==> src/rtl/piso_serializer.sv <==
// Parallel-in, serial-out framer: takes a WIDTH-bit word over valid/ready and emits it one bit per clock.
// Optional even-parity trailer bit is compiled in with PISO_SERIALIZER_PARITY_EN.
module piso_serializer #(
  parameter int WIDTH      = 4,
  parameter bit MSB_FIRST  = 1'b1,
  parameter int GAP_CYCLES = 0
) (
  input  logic             clk,
  input  logic             reset,
  input  logic [WIDTH-1:0] par_data,
  input  logic             par_valid,
  output logic             par_ready,
  output logic             ser_out,
  output logic             ser_valid,
  output logic             frame_start,
  output logic             busy
);

  localparam int             CNT_W    = $clog2(WIDTH);
  localparam logic [CNT_W-1:0] CNT_LOAD = CNT_W'(WIDTH - 1);
  localparam bit             GAP_EN   = (GAP_CYCLES > 0);
  localparam logic [3:0]     GAP_LOAD = GAP_EN ? 4'(GAP_CYCLES - 1) : 4'd0;

  typedef enum logic [1:0] {
    ST_IDLE  = 2'd0,
    ST_SHIFT = 2'd1,
    ST_GAP   = 2'd3
`ifdef PISO_SERIALIZER_PARITY_EN
    , ST_PARITY = 2'd2
`endif
  } state_e;

  state_e             state_q, state_d;
  logic [WIDTH-1:0]   shreg_q, shreg_d;
  logic [CNT_W-1:0]   cnt_q, cnt_d;
  logic [3:0]         gap_q, gap_d;
`ifdef PISO_SERIALIZER_PARITY_EN
  logic               par_q, par_d;
`endif
  logic               ser_out_q, ser_out_d;
  logic               ser_valid_q, ser_valid_d;
  logic               frame_start_q, frame_start_d;
  logic               busy_q, busy_d;
  logic               last_out_s;
  logic               xfer_s;
  logic               to_end_s;

  function automatic logic head_bit(input logic [WIDTH-1:0] v);
    return MSB_FIRST ? v[WIDTH-1] : v[0];
  endfunction

  // Final output cycle of a frame is the only busy cycle that may accept the next word
  always_comb begin
    last_out_s = 1'b0;
    case (state_q)
`ifdef PISO_SERIALIZER_PARITY_EN
      ST_SHIFT:  last_out_s = 1'b0;
      ST_PARITY: last_out_s = 1'b1;
`else
      ST_SHIFT:  last_out_s = (cnt_q == {CNT_W{1'b0}});
`endif
      default:   last_out_s = 1'b0;
    endcase
    par_ready = !reset && ((state_q == ST_IDLE) || (!GAP_EN && last_out_s));
    xfer_s    = par_valid && par_ready;
  end

  // State register plus registered outputs
  always_ff @(posedge clk or posedge reset) begin
    if (reset) begin
      state_q       <= ST_IDLE;
      shreg_q       <= {WIDTH{1'b0}};
      cnt_q         <= {CNT_W{1'b0}};
      gap_q         <= 4'd0;
`ifdef PISO_SERIALIZER_PARITY_EN
      par_q         <= 1'b0;
`endif
      ser_out_q     <= 1'b0;
      ser_valid_q   <= 1'b0;
      frame_start_q <= 1'b0;
      busy_q        <= 1'b0;
    end else begin
      state_q       <= state_d;
      shreg_q       <= shreg_d;
      cnt_q         <= cnt_d;
      gap_q         <= gap_d;
`ifdef PISO_SERIALIZER_PARITY_EN
      par_q         <= par_d;
`endif
      ser_out_q     <= ser_out_d;
      ser_valid_q   <= ser_valid_d;
      frame_start_q <= frame_start_d;
      busy_q        <= busy_d;
    end
  end

  // Next-state logic; a handshake always loads a fresh frame, overriding the end-of-frame choice
  always_comb begin
    state_d  = state_q;
    shreg_d  = shreg_q;
    cnt_d    = cnt_q;
    gap_d    = gap_q;
`ifdef PISO_SERIALIZER_PARITY_EN
    par_d    = par_q;
`endif
    to_end_s = 1'b0;
    case (state_q)
      ST_IDLE: begin
        state_d = ST_IDLE;
      end
      ST_SHIFT: begin
        if (cnt_q != {CNT_W{1'b0}}) begin
          shreg_d = MSB_FIRST ? (shreg_q << 1) : (shreg_q >> 1);
          cnt_d   = cnt_q - CNT_W'(1);
        end else begin
`ifdef PISO_SERIALIZER_PARITY_EN
          state_d  = ST_PARITY;
`else
          to_end_s = 1'b1;
`endif
        end
      end
`ifdef PISO_SERIALIZER_PARITY_EN
      ST_PARITY: begin
        to_end_s = 1'b1;
      end
`endif
      ST_GAP: begin
        if (gap_q == 4'd0) begin
          state_d = ST_IDLE;
        end else begin
          gap_d = gap_q - 4'd1;
        end
      end
      default: begin
        state_d = ST_IDLE;
      end
    endcase

    if (to_end_s) begin
      state_d = GAP_EN ? ST_GAP : ST_IDLE;
      gap_d   = GAP_LOAD;
    end else begin
      gap_d   = gap_d;
    end

    if (xfer_s) begin
      state_d = ST_SHIFT;
      shreg_d = par_data;
      cnt_d   = CNT_LOAD;
`ifdef PISO_SERIALIZER_PARITY_EN
      par_d   = ^par_data;
`endif
    end else begin
      shreg_d = shreg_d;
    end
  end

  // Output values for the upcoming cycle, derived from the next state
  always_comb begin
    ser_out_d     = 1'b0;
    ser_valid_d   = 1'b0;
    case (state_d)
      ST_SHIFT: begin
        ser_out_d   = head_bit(shreg_d);
        ser_valid_d = 1'b1;
      end
`ifdef PISO_SERIALIZER_PARITY_EN
      ST_PARITY: begin
        ser_out_d   = par_d;
        ser_valid_d = 1'b1;
      end
`endif
      default: begin
        ser_out_d   = 1'b0;
        ser_valid_d = 1'b0;
      end
    endcase
    frame_start_d = xfer_s;
    busy_d        = (state_d != ST_IDLE);
  end

  assign ser_out     = ser_out_q;
  assign ser_valid   = ser_valid_q;
  assign frame_start = frame_start_q;
  assign busy        = busy_q;

endmodule

==> config.mk <==
export PLATFORM = sky130hd
export DESIGN_NAME = piso_serializer
export DESIGN_NICKNAME = d
export VERILOG_FILES = /design/src/rtl/piso_serializer.sv
export SDC_FILE = /design/constraint.sdc
export NUM_CORES = 1
export LEC_CHECK = 0
export CORE_UTILIZATION = 53
export CTS_CLUSTER_DIAMETER = 200
export DETAILED_ROUTE_END_ITERATION = 16
export PLACE_DENSITY = 0.83
export SLEW_MARGIN = 15
export SYNTH_ARGS = -nofsm -noshare
export SYNTH_HDL_FRONTEND = slang
export SYNTH_SLANG_ARGS = --single-unit
==> constraint.sdc <==
create_clock -name clk -period 3.9 [get_ports clk]
set_input_delay 0.78 -clock clk [delete_from_list [all_inputs] [get_ports clk]]
set_output_delay 0.78 -clock clk [all_outputs]
set_load 0.05 [all_outputs]
Yosys cells after proc, flatten, opt, wreduce, memory -nomap -nowiden
Index checks and enable logic that the tools add are counted.

Add/sub/neg operators: 2. Equality and inequality tests: 4. Muxes and demuxes: 18. Reductions and logical operators: 14.

Operator list (count): $mux W4 (6); $mux W2 (6); $reduce_bool A2 Y1 (5); $mux W1 (5); $eq A2 B1 Y1 const B (2); $logic_not A2 Y1 (2); $logic_not A4 Y1 (1); $pmux W2 S2 (1); $reduce_and A2 Y1 (2); $sub A4 B1 Y4 const B (1); $eq A2 B2 Y1 const B (1); $logic_and A1 B1 Y1 (2); $ne A2 B2 Y1 const B (1); $sub A2 B1 Y2 const B (1); $logic_not A1 Y1 (1); $logic_or A1 B1 Y1 (1).

Bits in registers: 16. Input bits: 7. Output and inout bits: 5.

Longest topological paths before layout
Gate-level depths: netlist (run 1).

Depth after elaboration: 8. Gate-level depth with buffers: 6. Mapped depth without buffers: 6.

Least setup slack after synthesis (run 1)
No wires, ideal clock.

Kind: input-to-output. From: in reset. To: out par_ready. Arrival: 1.343 ns. Data required time: 3.120 ns. Setup slack: 1.777 ns. Cell stages on the path: 2. Buffers on the path: 0. Cells stage by stage: nor2_1 and2_1.

Cells in the longest elaborated chain, start to end: 2.

RTL lines: start: declaration (RTL line 9) `input logic reset,`; $logic_not A1 Y1 (no source line); $logic_and A1 B1 Y1 (RTL line 64) `par_ready = !reset && ((state_q == ST_IDLE) || (!GAP_EN && last_out_s));`; end: declaration (RTL line 12) `output logic par_ready,`.

No other way between the ends.

Final worst setup path (run 1)
Same ends and word-level chain as after synthesis.

==> results.py, run 1 <==
metrics = {
    "run_status": {
        "status": "finished, final reports clean",
    },
    "timing": {
        "rsz0062_at_grt": "no",
        "worst_pin_slew_ns": 0.5383,
        "post-route-period-util": 0.7897,
        "max_slew_margin": 0.6407,
        "fin_ws_ns": 0.8202,
        "min_period_ns": 3.080,
        "fin_setup_tns_ns": 0,
        "hold_viol_final": 0,
        "slew_viol_final": 0,
        "fmax_mhz": 324.7,
        "fin_worst_skew_ns": 0.002767,
        "finalSetupViolations": 0,
    },
    "layout": {
        "final_cell_mix": "dfrtp_1, clkdlybuf4s50_1, inv_1, o21ai_0, nand2b_1",
        "area_growth_syn_to_layout_pct": 20.67,
        "final_common_cell": "dfrtp_1",
        "drive_above_1_share": 0.1429,
        "nets": 87,
        "final_cell_area_um2": 854.6,
        "diodes": 0,
    },
    "pwr": {
        "cellPowerDensity_nw_per_um2": 705.9,
        "ir_drop_mv": 0.5093,
        "p_leak_nw": 0.3888,
        "power_mw": 0.6032,
    },
    "global_route": {
        "use_met3": 0.05233,
        "grt_use_met1": 0.2814,
        "grt_usage": 0.2096,
        "grt_pass1_vias": 490,
        "antenna_found_initial": 0,
        "grt_pass1_wl_mm": 2.070,
        "grt_max_degree": 16,
        "use_met2": 0.3250,
        "grt.overflow.total": 0,
        "top_usage_layer": "met2",
    },
    "detailed_routing": {
        "dr.pass1.iters": 5,
        "drc": 0,
        "drt-total-wl_mm": 1.186,
        "vias": 499,
        "antenna_left": 0,
        "via_per_inst": 5.484,
        "drt_iter0_markers": 19,
        "detail_route.wl_per_cell_um": 13.03,
    },
    "yosys": {
        "synth.distinct_cells": 25,
        "synthArstFlopShare": 1.000,
        "yosys_most_used_dff": "dfrtp_1",
        "yosysWarnings": 0,
        "synthCells": 63,
        "syn-num-nets": 72,
        "mappedNetlistArea_um2": 708.2,
        "ys_ff_latch": 15,
        "yosysSeqAreaShare": 0.5300,
        "synth_edf_count": 0,
        "syn_avg_cell_area_um2": 11.24,
    },
    "setup_path": {
        "path_max_fanout": 3,
        "path_class": "in -> out",
        "startpoint": "reset",
        "crit_required_ns": 3.12,
        "reg2reg_depth": 6,
        "r2r-start": "cnt_q[0]$_DFFE_PP0P_",
        "crit_path_top_delay_cell": "clkdlybuf4s50_1",
        "cp-start-kind": "input port",
        "critPathMostFrequentCell": "clkdlybuf4s50_1",
        "cp.arrival_ns": 2.30,
        "worstPathCellList": "clkdlybuf4s50_1 -> nor2_1 -> and2_1 -> clkdlybuf4s50_1",
        "endpoint_kind": "output port",
        "max_stage_delay_ns": 0.79,
    },
    "placement": {
        "hpwl_um": 908.9,
        "gp_congestion": 0.7604,
        "port_buffers": 11,
        "place_area_um2": 828.3,
        "dp_slack_ns": 0.8167,
    },
    "die": {
        "core-area_um2": 1171,
        "io-pin-count": 12,
        "num_rows": 12,
        "die_area_um2": 1486,
        "die_h_um": 38.56,
        "dieWidth_um": 38.56,
        "initial_core_util": 0.6047,
    },
    "clocking": {
        "clk_pin_slew_worst_paths_ns": 0.08,
        "cts_resized": 0,
        "root_buffer": "clkbuf_4",
        "max-clock-path-buffers": 2,
        "clkSinkCount": 15,
        "numCtsBuffers": 3,
        "post_cts_buffers": 0,
        "cts-htree-levels": 1,
        "cts_hold_buf": 0,
        "cts_tree": "built",
        "clock_latency_ns": 0.28,
    },
    "job": {
        "drv_cap": 0,
    },
    "hold_path": {
        "whs_path_depth": 1,
        "hp-start": "gap_q[0]$_DFFE_PP0P_",
        "min_path_type": "reg -> reg",
    },
}
## final cells by class
cell class | instances | area [um2]
Tap cell | 14 | 17.52
Fill cell | 80 | 316.6
Clock buffer | 4 | 26.28
Sequential cell | 15 | 375.4
Multi-Input combinational cell | 37 | 287.8
Inverter | 10 | 37.54
Timing Repair Buffer | 11 | 110.1
## registers in the layout (all words and copies together), names as in the netlist
name / flops
cnt_q: 2
busy: 1
state_q: 2
gap_q: 4
frame_start: 1
shreg_q: 3
ser_valid: 1
ser_out: 1
## worst paths after layout
path / to / slack [ns]
min reg2reg: gap_q[0]$_DFFE_PP0P_ / 0.52
min: gap_q[0]$_DFFE_PP0P_ / 0.52
max: par_ready / 0.82
max reg2reg: ser_out$_DFF_PP0_ / 2.46
min in group asynchronous: shreg_q[2]$_DFFE_PP0P_ / 0.88
max in group asynchronous: gap_q[1]$_DFFE_PP0P_ / 2.66
## power breakdown
part / internal (mW) / switching [mW]
sequential: 0.203 / 0.0251
combinational: 0.123 / 0.166
clock: 0.0397 / 0.0474
## through the flow
stage	std cells	utilization	hold slack, ns
final	91	0.7297	0.5223
after global routing	91	0.7297	0.5401
after CTS	91	0.7297	0.5210
after detailed placement	87	0.7073	0.5018
after global placement	87	0.7073	0.4875
after floorplan	63	-	0.4665
## synth_stat cells (2+ instances only)
library cell / n / share of area
inv_1: 9 / 0.048
nand2b_1: 5 / 0.044
nor2_1: 2 / 0.011
o21ai_0: 5 / 0.035
a22o_1: 2 / 0.025
o211ai_1: 2 / 0.021
ha_1: 2 / 0.035
o221a_2: 2 / 0.032
nand2_1: 4 / 0.021
dfrtp_1: 15 / 0.53
## cells by family after synthesis
| group | share of synthesized area |
|---|---|
| AO/OA/AOI/OAI | 0.1784 |
| XOR/XNOR | 0.01237 |
| buffers and inverters | 0.06360 |
| AND/OR/NAND/NOR | 0.1802 |
| adder cells (fa/ha/maj) | 0.03533 |
| flip-flops | 0.5300 |
## worst max-delay path, delay by kind of cell
kind | cells | cell delay, ns
buffers and inverters | 2 | 1.22
and+or+nand+nor | 2 | 0.30
## layer usage
metal	vias to the layer above	share of wire	wire (um)
met1	242	0.49	583
met3	2	0.030	35
met5	-	0	0
li1	247	-	-
met2	8	0.46	550
met4	0	0.014	17
(Power assumes the default switching activity.)
==> inputs of run 2 (changes only) <==
Settings changed: CORE_UTILIZATION 53 to 49, PLACE_DENSITY 0.83 to 0.78.
Clock period 3.9 ns to 2.9 ns, I/O delays scaled along.
==> run 2 against run 1 <==
  * Cell count grew 1.1%
  * Sequential share of layout area grew 0.064 points
  * Utilization shrank 8.2 points
  * Largest cell class unchanged
  * Cell area shrank 0.15%
  * Via count grew 1.4%
  * Critical path type is now reg -> out
==> results.py, run 2 (same netlist as run 1, synthesis figures left out) <==
metrics = {
    "die": {
        "io-pin-count": 12,
        "dieWidth_um": 40.02,
        "die_area_um2": 1601,
        "num_rows": 13,
        "die_h_um": 40.02,
        "core-area_um2": 1318,
        "initial_core_util": 0.5375,
    },
    "pwr": {
        "p_leak_nw": 0.3903,
        "ir_drop_mv": 0.4707,
        "cellPowerDensity_nw_per_um2": 947.2,
        "power_mw": 0.8082,
    },
    "setup_path": {
        "path_class": "reg -> out",
        "rrSetupSlack_ns": 1.46,
        "reg2reg_depth": 5,
        "r2r_end": "shreg_q[2]$_DFFE_PP0P_",
        "endpoint_kind": "output port",
        "r2r-start": "cnt_q[0]$_DFFE_PP0P_",
        "cp.arrival_ns": 1.54,
        "crit_required_ns": 2.32,
        "cp-start-kind": "flop",
        "path_max_fanout": 3,
    },
    "timing": {
        "min_period_ns": 2.121,
        "slew_viol_final": 0,
        "fin_setup_tns_ns": 0,
        "finalSetupViolations": 0,
        "post-route-period-util": 0.7312,
        "hold_viol_final": 0,
        "max_slew_margin": 0.6333,
        "rsz0062_at_grt": "no",
        "fin_ws_ns": 0.7795,
        "worst_pin_slew_ns": 0.5494,
        "fmax_mhz": 471.6,
        "holdWs_ns": 0.5182,
        "fin_worst_skew_ns": 0.0004151,
    },
    "placement": {
        "dp_slack_ns": 0.8041,
        "gp_congestion": 0.7602,
        "port_buffers": 11,
        "hpwl_um": 891.4,
        "place_area_um2": 827.0,
    },
    "clocking": {
        "clkSinkCount": 15,
        "clk_pin_slew_worst_paths_ns": 0.08,
        "clock_latency_ns": 0.28,
        "cts-htree-levels": 1,
        "root_buffer": "clkbuf_4",
        "post_cts_buffers": 0,
        "max-clock-path-buffers": 2,
        "cts_tree": "built",
        "numCtsBuffers": 3,
        "cts_resized": 0,
        "cts_hold_buf": 0,
    },
    "layout": {
        "fill_cells": 111,
        "drive_above_1_share": 0.1558,
        "diodes": 0,
        "final_cell_mix": "dfrtp_1, clkdlybuf4s50_1, inv_1, o21ai_0, nand2b_1",
        "final_common_cell": "dfrtp_1",
        "area_growth_syn_to_layout_pct": 20.49,
        "nets": 87,
        "largest_reg_flops": 4,
        "regMostFlops": "gap_q",
        "reg.largest.list": "gap_q x4, shreg_q x3",
        "final_cell_area_um2": 853.3,
    },
    "global_route": {
        "grt_usage": 0.1976,
        "grt_pass1_vias": 440,
        "grt.overflow.total": 0,
        "grt_max_degree": 16,
        "antenna_found_initial": 0,
        "grt_pass1_wl_mm": 1.932,
    },
    "detailed_routing": {
        "drt_iter0_markers": 17,
        "via_per_inst": 5.500,
        "vias": 506,
        "dr.pass1.iters": 4,
        "drc": 0,
        "detail_route.wl_per_cell_um": 13.40,
        "antenna_left": 0,
        "drt-total-wl_mm": 1.233,
    },
    "run_status": {
        "status": "finished, final reports clean",
    },
    "hold_path": {
        "whs_path_depth": 1,
        "hp-start": "shreg_q[2]$_DFFE_PP0P_",
        "holdPathEnd": "ser_out$_DFF_PP0_",
        "min_path_type": "reg -> reg",
    },
    "job": {
        "drv_cap": 0,
    },
}
-- run 2: worst max-delay path by stage --
stage | start | end | slack, ns | cells after the start
after global routing | cnt_q[0]$_DFFE_PP0P_ | par_ready | 0.71 | 5
after CTS | cnt_q[0]$_DFFE_PP0P_ | par_ready | 0.77 | 5
final | cnt_q[0]$_DFFE_PP0P_ | par_ready | 0.78 | 5
after detailed placement | reset | par_ready | 0.80 | 4
after global placement | reset | par_ready | 0.81 | 4
after floorplan | cnt_q[0]$_DFFE_PP0P_ | par_ready | 1.08 | 4
-- run 2: critical path, stage by stage, from the launching register on --
cell and delay (ns):
dfrtp_1 0.38, inv_1 0.05, ha_1 0.24, nand2b_2 0.24, and2_1 0.17, buf_4 0.19
-- run 2: metrics by stage --
stage                     std cells    util
after global routing             92  0.6477
after detailed placement         88  0.6277
after floorplan                  63       -
final                            92  0.6477
after CTS                        92  0.6477
after global placement           88  0.6277
-- run 2: area by class of cell --
cell class	instances	area, um2	area share
multi-input cells	37	287.8	0.3372
flip-flops and latches	15	375.4	0.4399
well taps	15	18.77	0.02199
repair buffers	11	107.6	0.1261
clock buffers	4	26.28	0.03079
inverters	10	37.54	0.04399
-- run 2: where the power goes --
| part | leakage (nW) | switching [mW] | internal [mW] | total (mW) |
|---|---|---|---|---|
| Sequential | 0.189 | 0.0352 | 0.272 | 0.308 |
| Clock | 0.0150 | 0.0639 | 0.0534 | 0.117 |
| Combinational | 0.186 | 0.219 | 0.164 | 0.383 |
| Total | 0.390 | 0.318 | 0.490 | 0.808 |
-- run 2: routing by layer --
layer / GRT usage / up-vias / share of wire
li1: - / 243 / -
met1: 0.2888 / 249 / 0.48
met2: 0.2540 / 12 / 0.47
met3: 0.03333 / 2 / 0.035
met4: 0.1552 / 0 / 0.0097
met5: 0 / - / 0
==> inputs of run 3 (changes only) <==
Settings changed: CORE_ASPECT_RATIO from default to 1.2, CORE_UTILIZATION 49 to 44, PLACE_DENSITY 0.78 to 0.74.
Clock period 2.9 ns to 1.86 ns, I/O delays scaled along.
==> run 3 against run 2 <==
  * Sequential power is 56% higher
  * Non-clock buffer count unchanged
  * Via count decreased by 3.2%
  * Cell count increased by 2.2%
  * Sequential share of layout area down 1.3 points
  * Global-route usage is 4.6 points lower
  * Register-to-register slack worse by 1.0 ns
  * Cell area rose by 2.9%
  * Routed wire length decreased by 6.6%
  * Die area grew 11%
  * Total power grew 61%
  * Utilization is 4.8 points lower
  * Largest power group unchanged
==> results.py, run 3 (same netlist as run 1, synthesis figures left out) <==
metrics = {
    "layout": {
        "diodes": 0,
        "regMostFlops": "gap_q",
        "final_cell_mix": "dfrtp_1, clkdlybuf4s50_1, inv_1, o21ai_0, nand2b_1",
        "final_cell_area_um2": 878.3,
        "reg.largest.list": "gap_q x4, shreg_q x3",
        "area_growth_syn_to_layout_pct": 24.03,
        "drive_above_1_share": 0.1818,
        "nets": 87,
        "largest_reg_flops": 4,
        "final_common_cell": "dfrtp_1",
    },
    "placement": {
        "hpwl_um": 905.1,
        "place_area_um2": 842.1,
        "dp_slack_ns": 0.1884,
        "port_buffers": 11,
        "gp_congestion": 0.7151,
    },
    "pwr": {
        "p_int_mw": 0.8023,
        "cellPowerDensity_nw_per_um2": 1485,
        "combPwrFrac": 0.492,
        "seqPwrFrac": 0.368,
        "p_leak_nw": 0.3973,
        "ir_drop_mv": 0.7764,
        "power_frac_clock": 0.140,
        "p_sw_frac": 0.3850,
        "p_sw_mw": 0.5023,
    },
    "timing": {
        "fin_worst_skew_ns": 0.006653,
        "post-route-period-util": 0.9638,
        "hold_viol_final": 0,
        "worst_pin_slew_ns": 0.5559,
        "fin_ws_ns": 0.06733,
        "max_slew_margin": 0.6290,
        "rsz0062_at_grt": "no",
        "fmax_mhz": 557.8,
        "slew_viol_final": 0,
        "fin_setup_tns_ns": 0,
        "holdWs_ns": 0.4778,
        "min_period_ns": 1.793,
        "finalSetupViolations": 0,
    },
    "setup_path": {
        "cp-start-kind": "flop",
        "crit_buf_inv": 2,
        "path_max_fanout": 3,
        "path_class": "reg -> out",
        "crit_path_top_delay_cell": "dfrtp_1",
        "crit_required_ns": 1.49,
        "worstPathCellList": "inv_1 -> ha_2 -> nand2b_4 -> and2_4 -> buf_12",
        "cp.arrival_ns": 1.42,
        "cp_top_family": "flip-flops",
        "max_stage_delay_ns": 0.41,
        "endpoint_kind": "output port",
    },
    "detailed_routing": {
        "dr.pass1.iters": 5,
        "detail_route.wl_per_cell_um": 12.26,
        "via_per_inst": 5.213,
        "vias": 490,
        "drt-total-wl_mm": 1.152,
        "antenna_left": 0,
        "drc": 0,
        "drt_iter0_markers": 6,
    },
    "global_route": {
        "grt_usage": 0.1515,
        "grt_pass1_vias": 442,
        "grt_pass1_wl_mm": 1.828,
        "grt_max_degree": 16,
        "grt.overflow.total": 0,
        "antenna_found_initial": 0,
    },
    "die": {
        "die_area_um2": 1775,
        "initial_core_util": 0.4838,
        "num_rows": 15,
        "dieWidth_um": 38.63,
        "core-area_um2": 1464,
        "die_h_um": 45.95,
        "io-pin-count": 12,
    },
    "clocking": {
        "clkSinkCount": 15,
        "clk_pin_slew_worst_paths_ns": 0.09,
        "cts_tree": "built",
        "root_buffer": "clkbuf_4",
        "clock_latency_ns": 0.28,
        "cts_hold_buf": 0,
        "cts-htree-levels": 1,
        "numCtsBuffers": 3,
        "max-clock-path-buffers": 2,
    },
    "run_status": {
        "status": "finished, final reports clean",
    },
    "job": {
        "drv_cap": 0,
    },
    "hold_path": {
        "min_path_type": "in -> async",
    },
}
==> run 3: cell counts in the layout (fill, tap and decap cells not counted) <==
No cell type changed its count.
==> run 3: final cells by class <==
class	instances	area (um2)
timing repair buffer	11	120.1
sequential	15	375.4
inverter	10	37.54
tap	17	21.27
clock buffer	4	26.28
multi-input combinational	37	297.8
fill	118	585.6
==> run 3: stage by stage <==
stage                     std cells    util  power [mW]
final                            94  0.6000       1.305
after global routing             94  0.6000       1.375
after CTS                        94  0.5983       1.310
after detailed placement         90  0.5752       1.110
after global placement           90  0.5752       1.094
after floorplan                  63       -      0.9257
==> run 3: final timing paths <==
check,slack (ns),to,from,cells after the start
max reg2reg,0.45,shreg_q[1]$_DFFE_PP0P_,cnt_q[0]$_DFFE_PP0P_,5
max in group asynchronous,1.01,busy$_DFF_PP0_,reset,2
max,0.07,par_ready,cnt_q[0]$_DFFE_PP0P_,5
min in group clk,0.53,ser_out$_DFF_PP0_,shreg_q[2]$_DFFE_PP0P_,1
min reg2reg,0.53,ser_out$_DFF_PP0_,shreg_q[2]$_DFFE_PP0P_,1
min,0.48,frame_start$_DFF_PP0_,reset,2
==> run 3: per-layer routing <==
metal	vias up	track usage	wire (um)
met2	6	0.2400	590
li1	247	-	-
met1	235	0.1917	523
met3	2	0.02941	25
met5	-	0	0
met4	0	0.08276	12
==> run 3: power groups by stage <==
stage               clock, mW  sequential (mW)  combinational (mW)
global placement            0            0.481               0.613
detailed placement          0            0.486               0.624
floorplan                   0            0.599               0.326
finish                  0.183            0.481               0.641
CTS                     0.186            0.483               0.641
global route            0.202            0.489               0.685
==> run 3: timing repair <==
item                                    in CTS  in global routing
buffers inserted                             0                  0
resized for setup                            2                  1
endpoints found under the setup margin       1                  1
==> run 3: worst reg2reg max path: stages, from the launching register on <==
cell      delay [ns]
dfrtp_1         0.41
inv_1           0.07
ha_2            0.22
nand2b_4        0.17
nand3_2         0.13
o221a_2         0.30
